--- config.mk ---
export PLATFORM = sky130hd
export DESIGN_NAME = pixel_processor
export DESIGN_NICKNAME = d
export VERILOG_FILES = /design/src/rtl/pixel_processor.sv
export SDC_FILE = /design/constraint.sdc
export NUM_CORES = 1
export LEC_CHECK = 0
export ABC_AREA = 1
export CAP_MARGIN = 20
export CORE_UTILIZATION = 41
export DETAILED_ROUTE_END_ITERATION = 16
export RECOVER_POWER = 25
export SLEW_MARGIN = 20
export SYNTH_ARGS = -nofsm -noshare
export SYNTH_HDL_FRONTEND = slang
export SYNTH_SLANG_ARGS = --single-unit
--- constraint.sdc ---
create_clock -name sensor_clk -period 3.4 [get_ports sensor_clk]
set_input_delay 0.68 -clock sensor_clk [delete_from_list [all_inputs] [get_ports sensor_clk]]
set_output_delay 0.68 -clock sensor_clk [all_outputs]
set_load 0.005 [all_outputs]
--- src/rtl/pixel_processor.sv ---
// pixel_processor: input FIFO, per-frame selectable pixel operation and a
// registered valid/ready output stage with line/frame markers.
module pixel_processor #(
  parameter int IMAGE_WIDTH  = 32,
  parameter int IMAGE_HEIGHT = 32,
  parameter int FIFO_DEPTH   = 8
) (
  input  logic       sensor_clk,
  input  logic       rst_n,
  input  logic [7:0] in_pixel,
  input  logic       in_valid,
  output logic       in_ready,
  input  logic [1:0] mode,
  input  logic [7:0] threshold,
  output logic [7:0] out_pixel,
  output logic       out_valid,
  input  logic       out_ready,
  output logic       out_sof,
  output logic       out_eol,
  output logic       frame_done,
  output logic       overflow
);

  localparam int AW = $clog2(FIFO_DEPTH);
  localparam int CW = $clog2(IMAGE_WIDTH);
  localparam int RW = $clog2(IMAGE_HEIGHT);

  localparam logic [AW:0]   FULL_LVL  = (AW+1)'(FIFO_DEPTH);
  localparam logic [AW:0]   READY_LVL = (AW+1)'(FIFO_DEPTH - 2);
  localparam logic [CW-1:0] LAST_COL  = CW'(IMAGE_WIDTH - 1);
  localparam logic [RW-1:0] LAST_ROW  = RW'(IMAGE_HEIGHT - 1);

  typedef enum logic [1:0] {
    MODE_BYPASS = 2'd0,
    MODE_INVERT = 2'd1,
    MODE_THRESH = 2'd2,
    MODE_GRAD   = 2'd3
  } mode_t;

  logic [7:0]    mem [FIFO_DEPTH];
  logic [AW-1:0] wr_ptr, rd_ptr;
  logic [AW:0]   count, count_next;
  logic          fifo_empty, fifo_full, push, pop;

  logic [CW-1:0] col;
  logic [RW-1:0] row;
  logic          first_pix, last_col, last_row;
  mode_t         active_mode, cur_mode;
  logic [7:0]    active_thr, cur_thr;
  logic [7:0]    prev_pixel, head, result;
  logic          out_last;

  // FIFO status, handshake decisions and the pixel operation on the head entry
  always_comb begin
    fifo_empty = (count == '0);
    fifo_full  = (count == FULL_LVL);
    pop        = !fifo_empty && (!out_valid || out_ready);
    // A pop in the same edge frees the slot, so a push into a full FIFO is kept
    push       = in_valid && (!fifo_full || pop);
    count_next = count + {{AW{1'b0}}, push} - {{AW{1'b0}}, pop};
    head       = mem[rd_ptr];
    first_pix  = (col == '0) && (row == '0);
    last_col   = (col == LAST_COL);
    last_row   = (row == LAST_ROW);
    // The first pixel of a frame already uses the settings being latched now
    cur_mode   = first_pix ? mode_t'(mode) : active_mode;
    cur_thr    = first_pix ? threshold : active_thr;
    result     = head;
    case (cur_mode)
      MODE_BYPASS: result = head;
      MODE_INVERT: result = ~head;
      MODE_THRESH: result = (head >= cur_thr) ? 8'hFF : 8'h00;
      MODE_GRAD: begin
        if (col == '0)
          result = 8'h00;
        else if (head >= prev_pixel)
          result = head - prev_pixel;
        else
          result = prev_pixel - head;
      end
      default: result = head;
    endcase
  end

  // FIFO storage; contents are don't-care while the pointers are reset
  always_ff @(posedge sensor_clk) begin
    if (push)
      mem[wr_ptr] <= in_pixel;
  end

  // FIFO pointers, back-pressure, position counters and output register
  always_ff @(posedge sensor_clk) begin
    if (!rst_n) begin
      wr_ptr      <= '0;
      rd_ptr      <= '0;
      count       <= '0;
      in_ready    <= 1'b0;
      overflow    <= 1'b0;
      col         <= '0;
      row         <= '0;
      active_mode <= MODE_BYPASS;
      active_thr  <= '0;
      prev_pixel  <= '0;
      out_valid   <= 1'b0;
      out_pixel   <= '0;
      out_sof     <= 1'b0;
      out_eol     <= 1'b0;
      out_last    <= 1'b0;
      frame_done  <= 1'b0;
    end else begin
      if (push)
        wr_ptr <= wr_ptr + AW'(1);
      if (pop)
        rd_ptr <= rd_ptr + AW'(1);
      count    <= count_next;
      in_ready <= (count_next <= READY_LVL);
      if (in_valid && !push)
        overflow <= 1'b1;

      frame_done <= out_valid && out_ready && out_last;

      if (pop) begin
        out_valid  <= 1'b1;
        out_pixel  <= result;
        out_sof    <= first_pix;
        out_eol    <= last_col;
        out_last   <= last_col && last_row;
        prev_pixel <= head;
        if (first_pix) begin
          active_mode <= mode_t'(mode);
          active_thr  <= threshold;
        end
        if (last_col) begin
          col <= '0;
          row <= last_row ? '0 : row + RW'(1);
        end else begin
          col <= col + CW'(1);
        end
      end else if (out_ready) begin
        out_valid <= 1'b0;
      end
    end
  end

endmodule

==> summary.log <==
INFO  outcome        outcome=finished, final reports clean
INFO  global_routing globalRouteOverflowTotal=0
INFO  routing        via_per_inst=5.03
INFO  power_and_ir_drop sw_frac_of_total=42.8%
INFO  floorplanning  die-height=125um
INFO  clock_network  cts-htree-levels=4
INFO  clock_network  path_clk_slew=50ps
INFO  logic_synthesis ys_types=41
INFO  finish         synthToLayoutAreaGrowth=19.7%
INFO  floorplanning  floorplan.die_area=15,600um^2
INFO  finish         post-route-cell-area=7430um^2
INFO  clock_network  cts_root_buf=sky130_fd_sc_hd__clkbuf_16
INFO  power_and_ir_drop seq_power_share=24.5%
INFO  finish         mostFrequentLayoutCell=sky130_fd_sc_hd__nand2_1
INFO  worst_setup_path worst_r2r_endpoint=out_pixel[2]
INFO  global_routing grt_pass1_wl=23.7mm
INFO  routing        antenna_violating_nets_post_route=0
INFO  floorplanning  number_of_rows_in_the_core_area=44
INFO  clock_network  cts-resized-gates=0
INFO  logic_synthesis postSynthNetCount=792
INFO  finish         num_antenna_cells=0
INFO  routing        num_vias=4,892
INFO  routing        drt_iter0_markers=332
INFO  finish         final_layout_size_suffix_gt1_share=8.88%
INFO  clock_network  numCtsBuffers=17
INFO  timing         finalMaxSlewViolations=0
INFO  logic_synthesis synth_enable_flop_cells=64
INFO  power_and_ir_drop cell_internal_pwr=4.42mW
INFO  global_routing groute.usage.overall=19.5%
INFO  power_and_ir_drop powerDensity=1040nW/um^2
INFO  worst_setup_path reg2reg_slack=330ps
INFO  global_routing largest_net_degree_at_the_start_of_global_routing=33
INFO  worst_setup_path cp_data_arrival_time=3350ps
INFO  power_and_ir_drop fin_total_pwr=7.74mW
INFO  timing         fin_ws=334ps
INFO  worst_setup_path startpoint_types=flip-flop
INFO  power_and_ir_drop max-vdd-ir-drop=0.501mV
INFO  placement      gpl.final_weighted_congestion=0.962
INFO  routing        detailedRoute.firstPassIterationCount=4
INFO  worst_setup_path critPathMaxFanout=14
INFO  finish         multi_input_comb_area=2690um^2
INFO  power_and_ir_drop p_clk_share=24.6%
INFO  timing         fin_skew=7.39ps
INFO  finish         finish.net_count=838
INFO  power_and_ir_drop pwr-share-comb=51.0%
INFO  logic_synthesis synth_seq_cells=120
INFO  logic_synthesis synth_area_per_cell=8.50um^2
INFO  routing        routedWlPerCell=14.6um
INFO  routing        finalWirelength=14.2mm
INFO  timing         max_clock_freq=326MHz
INFO  worst_setup_path reg2regPathDepth=15
INFO  timing         relSlewSlack=56.0%
INFO  global_routing antenna_found_initial=0
INFO  clock_network  post_cts_hold_buffer_count=0
INFO  worst_setup_path worst_setup_path_endpoint=out_pixel[2]
INFO  timing         finalCritPeriodShare=90.2%
INFO  finish         filler_cell_count_in_the_final_layout=1,339
INFO  placement      dpl_worst_slack=267ps
INFO  clock_network  worst_skew_pair.late_latency=410ps
INFO  worst_setup_path critical_path.slowest_cell=sky130_fd_sc_hd__dfxtp_1
INFO  logic_synthesis total_of_warnings_raised_by_yosys=0
INFO  placement      detailedPlacementHpwl=9.74mm
INFO  logic_synthesis dominantRegCellSynth=sky130_fd_sc_hd__edfxtp_1
INFO  logic_synthesis yosys.area.top_type=sky130_fd_sc_hd__edfxtp_1
INFO  floorplanning  chipWidth=125um
INFO  clock_network  cts_tree=yes
INFO  power_and_ir_drop switchingPower=3.31mW
INFO  timing         finalHoldViolations=0
INFO  logic_synthesis sequential_share_of_the_synthesized_area=49.0%
INFO  floorplanning  starting_density=42.4%
INFO  floorplanning  placeableCoreArea=14,600um^2
INFO  global_routing first_global_vias=4,800
INFO  finish         layout_common_cells=144 x sky130_fd_sc_hd__nand2_1, 100 x sky130_fd_sc_hd__nor2_1, 90 x sky130_fd_sc_hd__inv_1
INFO  timing         grt_setup_unrepaired=false
INFO  timing         layout_min_cycle_time=3070ps
INFO  logic_synthesis netlist.area_leader.share=31.0%
INFO  clock_network  ctsLongestPathBuffers=2
INFO  logic_synthesis synth_async_sr_flop_share=0%
INFO  finish         layout.area.seq=3040um^2
INFO  placement      port_buffers=35
INFO  clock_network  cts_post_setup_buffers_inserted=0
INFO  placement      postPlaceCellArea=6800um^2
INFO  worst_setup_path critPathKind=reg2reg
INFO  timing         worstMarginPinSlew=659ps
INFO  logic_synthesis synth_top_cells_by_area=sky130_fd_sc_hd__edfxtp_1 31%, sky130_fd_sc_hd__dfxtp_1 18%, sky130_fd_sc_hd__nand2_1 8.7%, sky130_fd_sc_hd__ha_1 7.5%, sky130_fd_sc_hd__nor2_1 6.0%
INFO  clock_network  clock_sink_count=120
INFO  worst_hold_path min-delay-path-class=reg2reg
INFO  floorplanning  boundaryPins=36
INFO  worst_setup_path cp-end-kind=flip-flop
INFO  timing         fin_setup_tns=0ps
INFO  power_and_ir_drop power.static_leakage=3.15nW
INFO  worst_setup_path critPathMaxStageDelay=740ps
INFO  routing        drc=0
INFO  worst_setup_path crit_chain=o211ai_1 > o21ai_2 > ha_1 > inv_1 > fa_1 > nand2_1 > nand2_1 > nand3_1 > nand3_2 > inv_1 > o21ai_0 > nand3_1 > nand3_1 > nand2_1 > a21oi_2
INFO  worst_setup_path timing.critical_path.required=3680ps
INFO  logic_synthesis synthCells=730
INFO  timing         final-setup-viol-count=0
INFO  logic_synthesis netlist_area_before_placement=6210um^2
INFO  run            max_cap_viol_count=0
sequential cells by signal, summed over array words and instances, names as in the netlist, named ones only:
name	count
active_mode	2
active_thr	8
col	5
count	4
frame_done	1
in_ready	1
mem	64
out_eol	1
out_last	1
out_pixel	8
out_sof	1
out_valid	1
overflow	1
prev_pixel	8
rd_ptr	3
row	5
wr_ptr	3
worst max-delay path, delay by kind of cell, from the launching register on:
kind                     cells  cell delay [ps]
buffers and inverters        2              260
adder cells (fa/ha/maj)      2              630
AO/OA/AOI/OAI                4              600
flip-flops                   1              740
AND/OR/NAND/NOR              7              700
cell usage after synthesis, types with 2 or more instances:
master                       n
sky130_fd_sc_hd__fa_1        3
sky130_fd_sc_hd__o211ai_1    7
sky130_fd_sc_hd__o21ai_0    44
sky130_fd_sc_hd__dfxtp_1    56
sky130_fd_sc_hd__nor3b_1     2
sky130_fd_sc_hd__o21bai_1    2
sky130_fd_sc_hd__inv_2       7
sky130_fd_sc_hd__o22ai_1     7
sky130_fd_sc_hd__o21ai_1    22
sky130_fd_sc_hd__ha_1       37
sky130_fd_sc_hd__edfxtp_1   64
sky130_fd_sc_hd__o21ai_2     7
sky130_fd_sc_hd__buf_2      12
sky130_fd_sc_hd__nor2_4      3
sky130_fd_sc_hd__xor2_1      5
sky130_fd_sc_hd__inv_1      90
sky130_fd_sc_hd__buf_1       4
sky130_fd_sc_hd__nand3_1    39
sky130_fd_sc_hd__nand2_1   144
sky130_fd_sc_hd__nor3_1      3
sky130_fd_sc_hd__mux2i_1     7
sky130_fd_sc_hd__o21a_1      2
sky130_fd_sc_hd__clkbuf_1    4
sky130_fd_sc_hd__a21oi_1    38
sky130_fd_sc_hd__nand4_1     4
sky130_fd_sc_hd__nor2_1    100
sky130_fd_sc_hd__nor2_2      3
kinds of logic after synthesis:
family	share of synthesized area, %
flops	49.0
fa+ha+maj	8.43
simple gates	20.6
xor+xnor	0.847
buf+inv	7.76
mux	1.13
compound gates	12.2
routing by layer:
layer	wire (um)	GRT usage [%]	up-vias
met1	6740	25.1	2285
met3	785	4.62	16
met2	6410	31.1	103
li1	-	-	2488
met5	0	0	-
met4	252	9.04	0
per-stage QoR:
stage	hold slack [ps]	std cells	utilization [%]
final	452	972	50.7
after floorplan	430	730	-
after CTS	454	972	50.7
after detailed placement	446	941	46.4
after global routing	469	972	50.7
after global placement	444	941	46.4
power by group through the flow:
stage          Combinational [mW]  Clock, mW  Sequential, mW
2_1_floorplan                2.94          0            1.88
3_3_place_gp                 3.88          0            1.91
3_5_place_dp                 3.87          0            1.92
4_1_cts                      3.91       1.93            1.89
5_1_grt                      4.50       2.00            1.92
6_report                     3.94       1.90            1.89
worst min-delay path by stage:
stage	depth (start not counted)	slack (ps)	start	endpoint
after floorplan	2	430	active_mode[0]	active_mode[0]
after global placement	2	440	overflow	overflow
after detailed placement	2	450	active_mode[0]	active_mode[0]
after CTS	2	450	active_mode[0]	active_mode[0]
after global routing	2	470	overflow	overflow
final	2	450	active_mode[0]	active_mode[0]
area by class of cell:
class / count / area share (%)
flip-flops and latches: 120 / 41.0
multi-input cells: 489 / 36.1
clock buffers: 24 / 6.48
repair buffers: 50 / 6.40
inverters: 98 / 4.99
well taps: 184 / 3.10
clock inverters: 7 / 1.92
(Power assumes the default switching activity.)
